## src/rtl/sub32_pkg.sv

```systemverilog
// Shared definitions for the sequential subtractor.
//   - state_e : controller states (IDLE, CALC, DONE)
//   - WIDTH_DEF / SLICE_DEF : default operand width and per-cycle slice width
//   - NSLICE : number of slices per operand at the default sizes
//   - IDX_W  : slice index width, never narrower than one bit
package sub32_pkg;

    localparam int WIDTH_DEF = 32;
    localparam int SLICE_DEF = 16;
    localparam int NSLICE    = WIDTH_DEF / SLICE_DEF;
    localparam int IDX_W     = (NSLICE > 1) ? $clog2(NSLICE) : 1;

    typedef enum logic [1:0] {
        IDLE = 2'd0,
        CALC = 2'd1,
        DONE = 2'd2
    } state_e;

endpackage

```

## src/rtl/sub16_slice.sv

```systemverilog
// Combinational slice subtractor: {cout, s} = x + ~y + cin.
// A full subtraction is chained slice by slice with cin=1 on the lowest slice.
//   x    : minuend slice
//   y    : subtrahend slice
//   cin  : incoming carry (1 = no borrow)
//   s    : difference slice
//   cout : outgoing carry (0 = borrow out)
module sub16_slice #(
    parameter int SLICE = 16
) (
    input  logic [SLICE-1:0] x,
    input  logic [SLICE-1:0] y,
    input  logic             cin,
    output logic [SLICE-1:0] s,
    output logic             cout
);

    // Widen by one bit so the top bit of the sum is the carry out.
    assign {cout, s} = {1'b0, x} + {1'b0, ~y} + {{SLICE{1'b0}}, cin};

endmodule

```

## src/rtl/sub32_seq.sv

```systemverilog
// Multi-cycle two's-complement subtractor, diff = a - b, one SLICE-bit slice
// per clock through a single shared slice subtractor, LSB slice first.
//   clk, rst            : rising-edge clock, synchronous active-high reset
//   in_valid / in_ready : operand handshake (accepted only in IDLE)
//   a, b                : minuend, subtrahend
//   out_valid/out_ready : result handshake (result held in DONE)
//   diff                : a - b modulo 2^WIDTH
//   borrow              : unsigned a < b
//   overflow            : signed overflow of the subtraction
//   zero                : diff == 0
module sub32_seq
    import sub32_pkg::*;
#(
    parameter int WIDTH = WIDTH_DEF,
    parameter int SLICE = SLICE_DEF
) (
    input  logic             clk,
    input  logic             rst,
    input  logic             in_valid,
    output logic             in_ready,
    input  logic [WIDTH-1:0] a,
    input  logic [WIDTH-1:0] b,
    output logic             out_valid,
    input  logic             out_ready,
    output logic [WIDTH-1:0] diff,
    output logic             borrow,
    output logic             overflow,
    output logic             zero
);

    localparam int N_SL   = WIDTH / SLICE;
    localparam int SIDX_W = (N_SL > 1) ? $clog2(N_SL) : 1;

    state_e              state_q, state_d;
    logic [WIDTH-1:0]    a_q, a_d;
    logic [WIDTH-1:0]    b_q, b_d;
    logic [WIDTH-1:0]    diff_q, diff_d;
    logic [SIDX_W-1:0]   idx_q, idx_d;
    logic                carry_q, carry_d;
    logic                borrow_q, borrow_d;
    logic                overflow_q, overflow_d;
    logic                zero_q, zero_d;

    logic [SLICE-1:0]    slice_x;
    logic [SLICE-1:0]    slice_y;
    logic [SLICE-1:0]    slice_s;
    logic                slice_cout;

    // Operand slices selected by the current slice index.
    assign slice_x = a_q[int'(idx_q)*SLICE +: SLICE];
    assign slice_y = b_q[int'(idx_q)*SLICE +: SLICE];

    sub16_slice #(.SLICE(SLICE)) u_slice (
        .x    (slice_x),
        .y    (slice_y),
        .cin  (carry_q),
        .s    (slice_s),
        .cout (slice_cout)
    );

    // in_ready is masked by rst so it reads 0 in the reset cycle and 1
    // immediately after release, without waiting an extra edge.
    assign in_ready  = (state_q == IDLE) && !rst;
    assign out_valid = (state_q == DONE);
    assign diff      = diff_q;
    assign borrow    = borrow_q;
    assign overflow  = overflow_q;
    assign zero      = zero_q;

    // Next-state and datapath update for the IDLE/CALC/DONE controller.
    always_comb begin
        state_d    = state_q;
        a_d        = a_q;
        b_d        = b_q;
        diff_d     = diff_q;
        idx_d      = idx_q;
        carry_d    = carry_q;
        borrow_d   = borrow_q;
        overflow_d = overflow_q;
        zero_d     = zero_q;
        case (state_q)
            IDLE: begin
                if (in_valid && in_ready) begin
                    a_d     = a;
                    b_d     = b;
                    idx_d   = {SIDX_W{1'b0}};
                    carry_d = 1'b1;
                    state_d = CALC;
                end else begin
                    state_d = IDLE;
                end
            end
            CALC: begin
                diff_d[int'(idx_q)*SLICE +: SLICE] = slice_s;
                carry_d = slice_cout;
                idx_d   = idx_q + SIDX_W'(1);
                if (idx_q == SIDX_W'(N_SL - 1)) begin
                    // Flags are resolved on the last slice so they are
                    // registered and stable for the whole DONE state.
                    state_d    = DONE;
                    borrow_d   = ~slice_cout;
                    overflow_d = (a_q[WIDTH-1] != b_q[WIDTH-1]) &&
                                 (diff_d[WIDTH-1] != a_q[WIDTH-1]);
                    zero_d     = (diff_d == {WIDTH{1'b0}});
                end else begin
                    state_d = CALC;
                end
            end
            DONE: begin
                if (out_ready) begin
                    state_d = IDLE;
                end else begin
                    state_d = DONE;
                end
            end
            default: begin
                state_d = IDLE;
            end
        endcase
    end

    // State and datapath registers with synchronous reset.
    always_ff @(posedge clk) begin
        if (rst) begin
            state_q    <= IDLE;
            a_q        <= {WIDTH{1'b0}};
            b_q        <= {WIDTH{1'b0}};
            diff_q     <= {WIDTH{1'b0}};
            idx_q      <= {SIDX_W{1'b0}};
            carry_q    <= 1'b0;
            borrow_q   <= 1'b0;
            overflow_q <= 1'b0;
            zero_q     <= 1'b0;
        end else begin
            state_q    <= state_d;
            a_q        <= a_d;
            b_q        <= b_d;
            diff_q     <= diff_d;
            idx_q      <= idx_d;
            carry_q    <= carry_d;
            borrow_q   <= borrow_d;
            overflow_q <= overflow_d;
            zero_q     <= zero_d;
        end
    end

endmodule

```

## config.mk

```make
export PLATFORM = sky130hd
export DESIGN_NAME = sub32_seq
export DESIGN_NICKNAME = d
export VERILOG_FILES = /design/src/rtl/sub32_pkg.sv /design/src/rtl/sub16_slice.sv /design/src/rtl/sub32_seq.sv
export SDC_FILE = /design/constraint.sdc
export NUM_CORES = 1
export LEC_CHECK = 0
export CORE_MARGIN = 4
export CORE_UTILIZATION = 51
export CTS_CLUSTER_SIZE = 20
export DETAILED_ROUTE_END_ITERATION = 8
export GPL_TIMING_DRIVEN = 0
export PLACE_DENSITY = 0.92
export SYNTH_ARGS = -nofsm -noshare
export SYNTH_HDL_FRONTEND = slang
export SYNTH_HIERARCHICAL = 1
export SYNTH_SLANG_ARGS = --single-unit
```

## constraint.sdc

```tcl
create_clock -name clk -period 4.3 [get_ports clk]
set_clock_uncertainty 0.1 [all_clocks]
set_input_delay 1.075 -clock clk [delete_from_list [all_inputs] [get_ports clk]]
set_output_delay 1.075 -clock clk [all_outputs]
set_load 0.03 [all_outputs]
```

# Word-level counts from Yosys, hierarchy flattened

Index checks and enable logic that the tools add are counted.

Memories: 0
Logic and storage cells: 43
Input port bits: 68
Flip-flop bits (word level): 103
Bits in read-only memories: 0
Output and inout bits: 37
Latch bits: 0
Bits in writable memories: 0

Multiply operators: 0
Magnitude comparators: 0
Reduce and logical (&&, ||, !) cells: 10
Equal/unequal tests: 5
Shift operators: 4
Divide/modulo/power cells: 0
Add/sub/neg operators: 4
Bitwise gates (word level): 2
Multiplexer cells: 9

Operators by type and width:

| operator                                                | count |
|---|---|
| variable part select 32 x 6 -> 16 bit                   | 2 |
| negator 5 -> 33 bit                                     | 1 |
| variable shift 16 x 33 -> 32 bit (first input constant) | 1 |
| variable part select 16 x 33 -> 32 bit                  | 1 |
| bitwise mux 32 bit                                      | 1 |
| logical NOT 32 bit                                      | 1 |
| adder 16 x 16 -> 17 bit                                 | 1 |
| adder 17 x 1 -> 17 bit                                  | 1 |
| inverter 16 bit                                         | 1 |
| one-hot mux 2 bit (3 select lines)                      | 1 |
| AND reduction 2 bit                                     | 3 |
| 2-to-1 mux 2 bit                                        | 2 |
| one-hot mux 1 bit (2 select lines)                      | 2 |
| logical AND 1 bit                                       | 3 |
| 2-to-1 mux 1 bit                                        | 3 |
| == test 2 x 1 -> 1 bit (second input constant)          | 1 |
| == test 2 bit (second input constant)                   | 1 |
| logical NOT 2 bit                                       | 1 |
| != test 1 bit                                           | 2 |
| != test 2 x 1 -> 1 bit (second input constant)          | 1 |
| nonzero test 2 bit                                      | 1 |
| adder 1 bit (second input constant)                     | 1 |
| logical NOT 1 bit                                       | 1 |
| inverter 1 bit                                          | 1 |

# Longest topological paths before layout

Word-level depth: 8
Mapped depth: 16
Mapped depth without buffers: 14

# Cells and area by module

The synthesis kept the hierarchy.

By module, submodules not included:

| module      | cells each | area each (µm²) | sequential area each (µm²) | times used |
|---|---|---|---|---|
| sub32_seq   | 503        | 4062.6          | 2062.0                     | 1 |
| sub16_slice | 116        | 812.0           | 0.0                        | 1 |

# Worst setup path after synthesis

Ideal clock, no wire load.

Path type: flip-flop to flip-flop
From: reg idx_q
To: reg zero_q, in the netlist zero
Data arrival time: 3.669 ns
Library setup time: 0.070 ns
Clock period less this slack: 3.840 ns
Required time: 4.130 ns
Path buffers: 2
Stages on the path, launching flop included: 16
Slack: 0.460 ns
Path through: dfxtp_1 > buf_2 > buf_2 > mux2_2 > fa_1 > fa_1 > inv_1 > a21o_1 > a221oi_2 > o32a_2 > mux2i_1 > xor2_1 > nor4_1 > nand4_1 > a211o_1 > a21oi_1

Word-level cells in the longest chain between the ends: 7
Elaborated cells between the ends (all ways): 11
Those cells by class: 3 x add/sub; 4 x shift; 1 x mux; 1 x bitwise; 2 x reduce/logical

RTL lines:

| item                                   | RTL line          | source |
|---|---|---|
| from (decl)                            | sub32_seq.sv:38   | `logic [SIDX_W-1:0] idx_q, idx_d;` |
| from (signal assigned)                 | sub32_seq.sv:129  | `idx_q <= {SIDX_W{1'b0}};` |
| from (signal assigned)                 | sub32_seq.sv:139  | `idx_q <= idx_d;` |
| variable part select 32 x 6 -> 16 bit  | sub32_seq.sv:51   | `assign slice_y = b_q[int'(idx_q)*SLICE +: SLICE];` |
| named net slice_y[0]                   | sub32_seq.sv:45   | `logic [SLICE-1:0] slice_y;` |
| inverter 16 bit                        | sub16_slice.sv:19 | `assign {cout, s} = {1'b0, x} + {1'b0, ~y} + {{SLICE{1'b0}}, cin};` |
| adder 16 x 16 -> 17 bit                | sub16_slice.sv:19 |  |
| adder 17 x 1 -> 17 bit                 | sub16_slice.sv:19 |  |
| named net slice_s[14]                  | sub32_seq.sv:46   | `logic [SLICE-1:0] slice_s;` |
| variable part select 16 x 33 -> 32 bit | sub32_seq.sv:94   | `diff_d[int'(idx_q)*SLICE +: SLICE] = slice_s;` |
| bitwise mux 32 bit                     | sub32_seq.sv:94   |  |
| logical NOT 32 bit                     | sub32_seq.sv:104  | `zero_d = (diff_d == {WIDTH{1'b0}});` |
| to (signal assigned)                   | sub32_seq.sv:143  | `zero_q <= zero_d;` |
| to (decl)                              | sub32_seq.sv:42   | `logic zero_q, zero_d;` |

The timed path passes the listed nets, and every way through them passes these cells.
A chain may end at the register's enable or synchronous reset.

# Worst setup path after layout

Ends and elaborated chain as after synthesis.

==> results.cfg <==
[setup_path]
path_cells = buf_6 -> buf_6 -> mux2_2 -> fa_1 -> fa_1 -> inv_1 -> a21o_1 -> a221oi_2 -> o32a_2 -> mux2i_1 -> xor2_1 -> nor4_2 -> nand4_1 -> a211o_1 -> a21oi_1
crit_arrival_ps = 4320
slowest_delay_ps = 460
crit_family = compound AO/OA/AOI/OAI gates
r2r_slack_ps = 180
critical_path.max_fanout = 10
r2r_end = zero
crit_cells = 15
reg2reg_depth = 15
worstPathRequired_ps = 4500
cp-end-kind = register
cp_slowest_cell = fa_1
cp-start-kind = register
path_class = register to register
path_buf_inv = 3
r2r_start = idx_q

[yosys]
syn_inst = 619
yosysSeqAreaShare_pct = 42.3
syn_area_sq_um = 4870
synthTopCellsByArea = dfxtp_1 (42%), nand2_1 (15%), a21oi_1 (12%)
ys_async_sr_fraction_pct = 0
dominantRegCellSynth = dfxtp_1
ys_ff_latch = 103
synth_edf_count = 0
syn_avg_cell_area_sq_um = 7.88
synth_cell_types = 41
syn-num-nets = 704
synth_area_leader_cell = dfxtp_1
yosys_warnings = 6
synth_top_area_share_pct = 42.3

[sta]
setup_viol_count_final = 0
hold_viol = 0
tns_ps = 0
period_minus_slack_ps = 4120
drv_slew = 0
min_period_over_period_pct = 95.9
slew_headroom_pct = 57.8
max_freq_mhz = 243
rsz0062_at_grt = no
worst_pin_slew_ps = 633

[clocking]
clock-sinks = 103
insertion_delay_ps = 360
tritoncts = done
clockRootBuffer = clkbuf_8
post-cts-setup-buffers = 0
cts_buffers = 9
cts_buffer_depth = 2
clkTransAtPathRegs_ps = 100
htree_num_levels = 3
hold_buffers = 0
cts_resized = 2

[die]
initial_core_util_pct = 52.5
ios = 105
die_y_um = 106
core_area_sq_um = 9280
die_w_um = 106
dieArea_sq_um = 11200
rows = 35

[drt]
num_vias = 4749
wire_per_inst_um = 16.0
drtPass1Iterations = 6
vias_per_cell = 5.48
drtIter0Drc = 293
postRouteAntennaNets = 0
post-route-drc-count = 0
wl_um = 13900

[cells_and_area]
nets = 818
drive_above_1_share_pct = 10.2
fillers = 764
n_antenna_cell = 0
layout-area-overhead-vs-synth_pct = 29.2

[global_routing]
track_usage_pct = 24.8
grt_pass1_vias = 4777
grt_pass1_wl_um = 22400
antenna_found_initial = 0
gr-total-overflow = 0
grt_max_degree = 19

[min_path]
holdPathEnd = a_q[28]
hold_depth = 2
min-delay-start = a_q[28]
min_path_type = register to register

[placement]
dp_hpwl_um = 10700
port_buffers = 103
gp_congestion = 0.868

[pwr]
p_leak_nw = 2.35
powerDensity_nw_per_um2 = 380
power.total_mw = 2.40
vdd_ir_drop_max_mv = 0.194

[status]
status = completed

[flow_run]
max_cap_viol_count = 0
[cells by family after synthesis]
kind of cell	Yosys count	share of synthesized area (%)
adder cells (fa/ha/maj)	17	4.67
AND/OR/NAND/NOR	248	20.9
AO/OA/AOI/OAI	143	16.2
flip-flops	103	42.3
buffers and inverters	59	5.39
XOR/XNOR	14	2.52
multiplexers	35	8.01
[routing by layer]
| metal | vias to the layer above | share of wire, % | GRT usage [%] | routed length [um] |
|---|---|---|---|---|
| met2 | 208 | 48 | 43.1 | 6690 |
| met4 | 0 | 3.4 | 10.9 | 465 |
| met5 | - | 0 | 0 | 0 |
| met1 | 2207 | 42 | 30.0 | 5770 |
| met3 | 42 | 6.7 | 4.10 | 934 |
| li1 | 2292 | - | - | - |
[layout make-up]
| class | count | area, sq um | area share [%] |
|---|---|---|---|
| Multi-Input combinational cell | 457 | 2560 | 40.6 |
| Sequential cell | 103 | 2060 | 32.8 |
| Timing Repair Buffer | 103 | 1030 | 16.4 |
| Buffer | 35 | 185 | 2.94 |
| Tap cell | 129 | 161 | 2.56 |
| Clock buffer | 10 | 138 | 2.18 |
| Inverter | 24 | 90.1 | 1.43 |
| Clock inverter | 6 | 75.1 | 1.19 |
[per-stage QoR]
step                instances  setup WS, ps  instance area, sq um  utilization, %  hold WS (ps)
finish                    867           176                  6300            67.9           357
global route              867          35.1                  6300            67.9           381
CTS                       867          37.4                  6280            67.7           359
detailed placement        851         -97.5                  6070            65.4           345
global placement          851          13.3                  6070            65.4           339
floorplan                 619           460                  4870               -           333
[worst reg2reg max path, cell delays in order, from the launching register on]
cell and delay, ps:
dfxtp_2 390, buf_6 170, buf_6 190, mux2_2 370, fa_1 460, fa_1 420, inv_1 70, a21o_1 150
a221oi_2 100, o32a_2 450, mux2i_1 200, xor2_1 150, nor4_2 330, nand4_1 130, a211o_1 250, a21oi_1 140
[cell usage after synthesis, drive strengths merged, types with 2 or more instances]
library cell / instances
xor2: 3
buf: 19
mux2i: 3
nor3: 5
nor4: 7
nor2: 17
inv: 24
o21ai: 7
nor2b: 4
nand2: 199
a211oi: 2
a21o: 5
nand2b: 5
fa: 2
o211ai: 4
mux2: 32
clkbuf: 16
o21a: 3
o21bai: 3
xnor2: 11
and3: 2
ha: 15
dfxtp: 103
nand4: 4
a21oi: 113
[worst max-delay path by stage]
| stage | startpoint | endpoint |
|---|---|---|
| 2_1_floorplan | idx_q | zero |
| 3_3_place_gp | idx_q | zero |
| 3_5_place_dp | idx_q | zero |
| 4_1_cts | idx_q | zero |
| 5_1_grt | idx_q | zero |
| 6_report | idx_q | zero |
[where the power goes]
group	switching [mW]	total, mW	internal [mW]
registers	0.0419	1.06	1.01
clock network	0.354	0.648	0.295
logic	0.400	0.692	0.292
[cells in the final DEF, fill, tap and decap left out, drive strengths merged, types with 2 or more instances in the layout]
| cell | Yosys | layout |
|---|---|---|
| dfxtp | 103 | 103 |
| o21ai | 7 | 7 |
| a21oi | 113 | 113 |
| a211oi | 2 | 2 |
| a21o | 5 | 5 |
| clkdlybuf4s50 | 0 | 103 |
| nand4 | 4 | 4 |
| nand2b | 5 | 5 |
| mux2i | 3 | 3 |
| fa | 2 | 2 |
| ha | 15 | 15 |
| inv | 24 | 27 |
| and3 | 2 | 2 |
| xor2 | 3 | 3 |
| o21a | 3 | 3 |
| buf | 19 | 19 |
| nor2b | 4 | 4 |
| clkbuf | 16 | 26 |
| xnor2 | 11 | 11 |
| nor3 | 5 | 5 |
| o21bai | 3 | 3 |
| nand2 | 199 | 199 |
| o211ai | 4 | 4 |
| mux2 | 32 | 32 |
| nor2 | 17 | 17 |
| nor4 | 7 | 7 |
[sequential cells by signal, indices dropped and copies added, names as in the netlist]
register  count
a_q          32
b_q          32
borrow        1
carry_q       1
diff         32
idx_q         1
overflow      1
state_q       2
zero          1
Power figures use the tool's default switching activity.
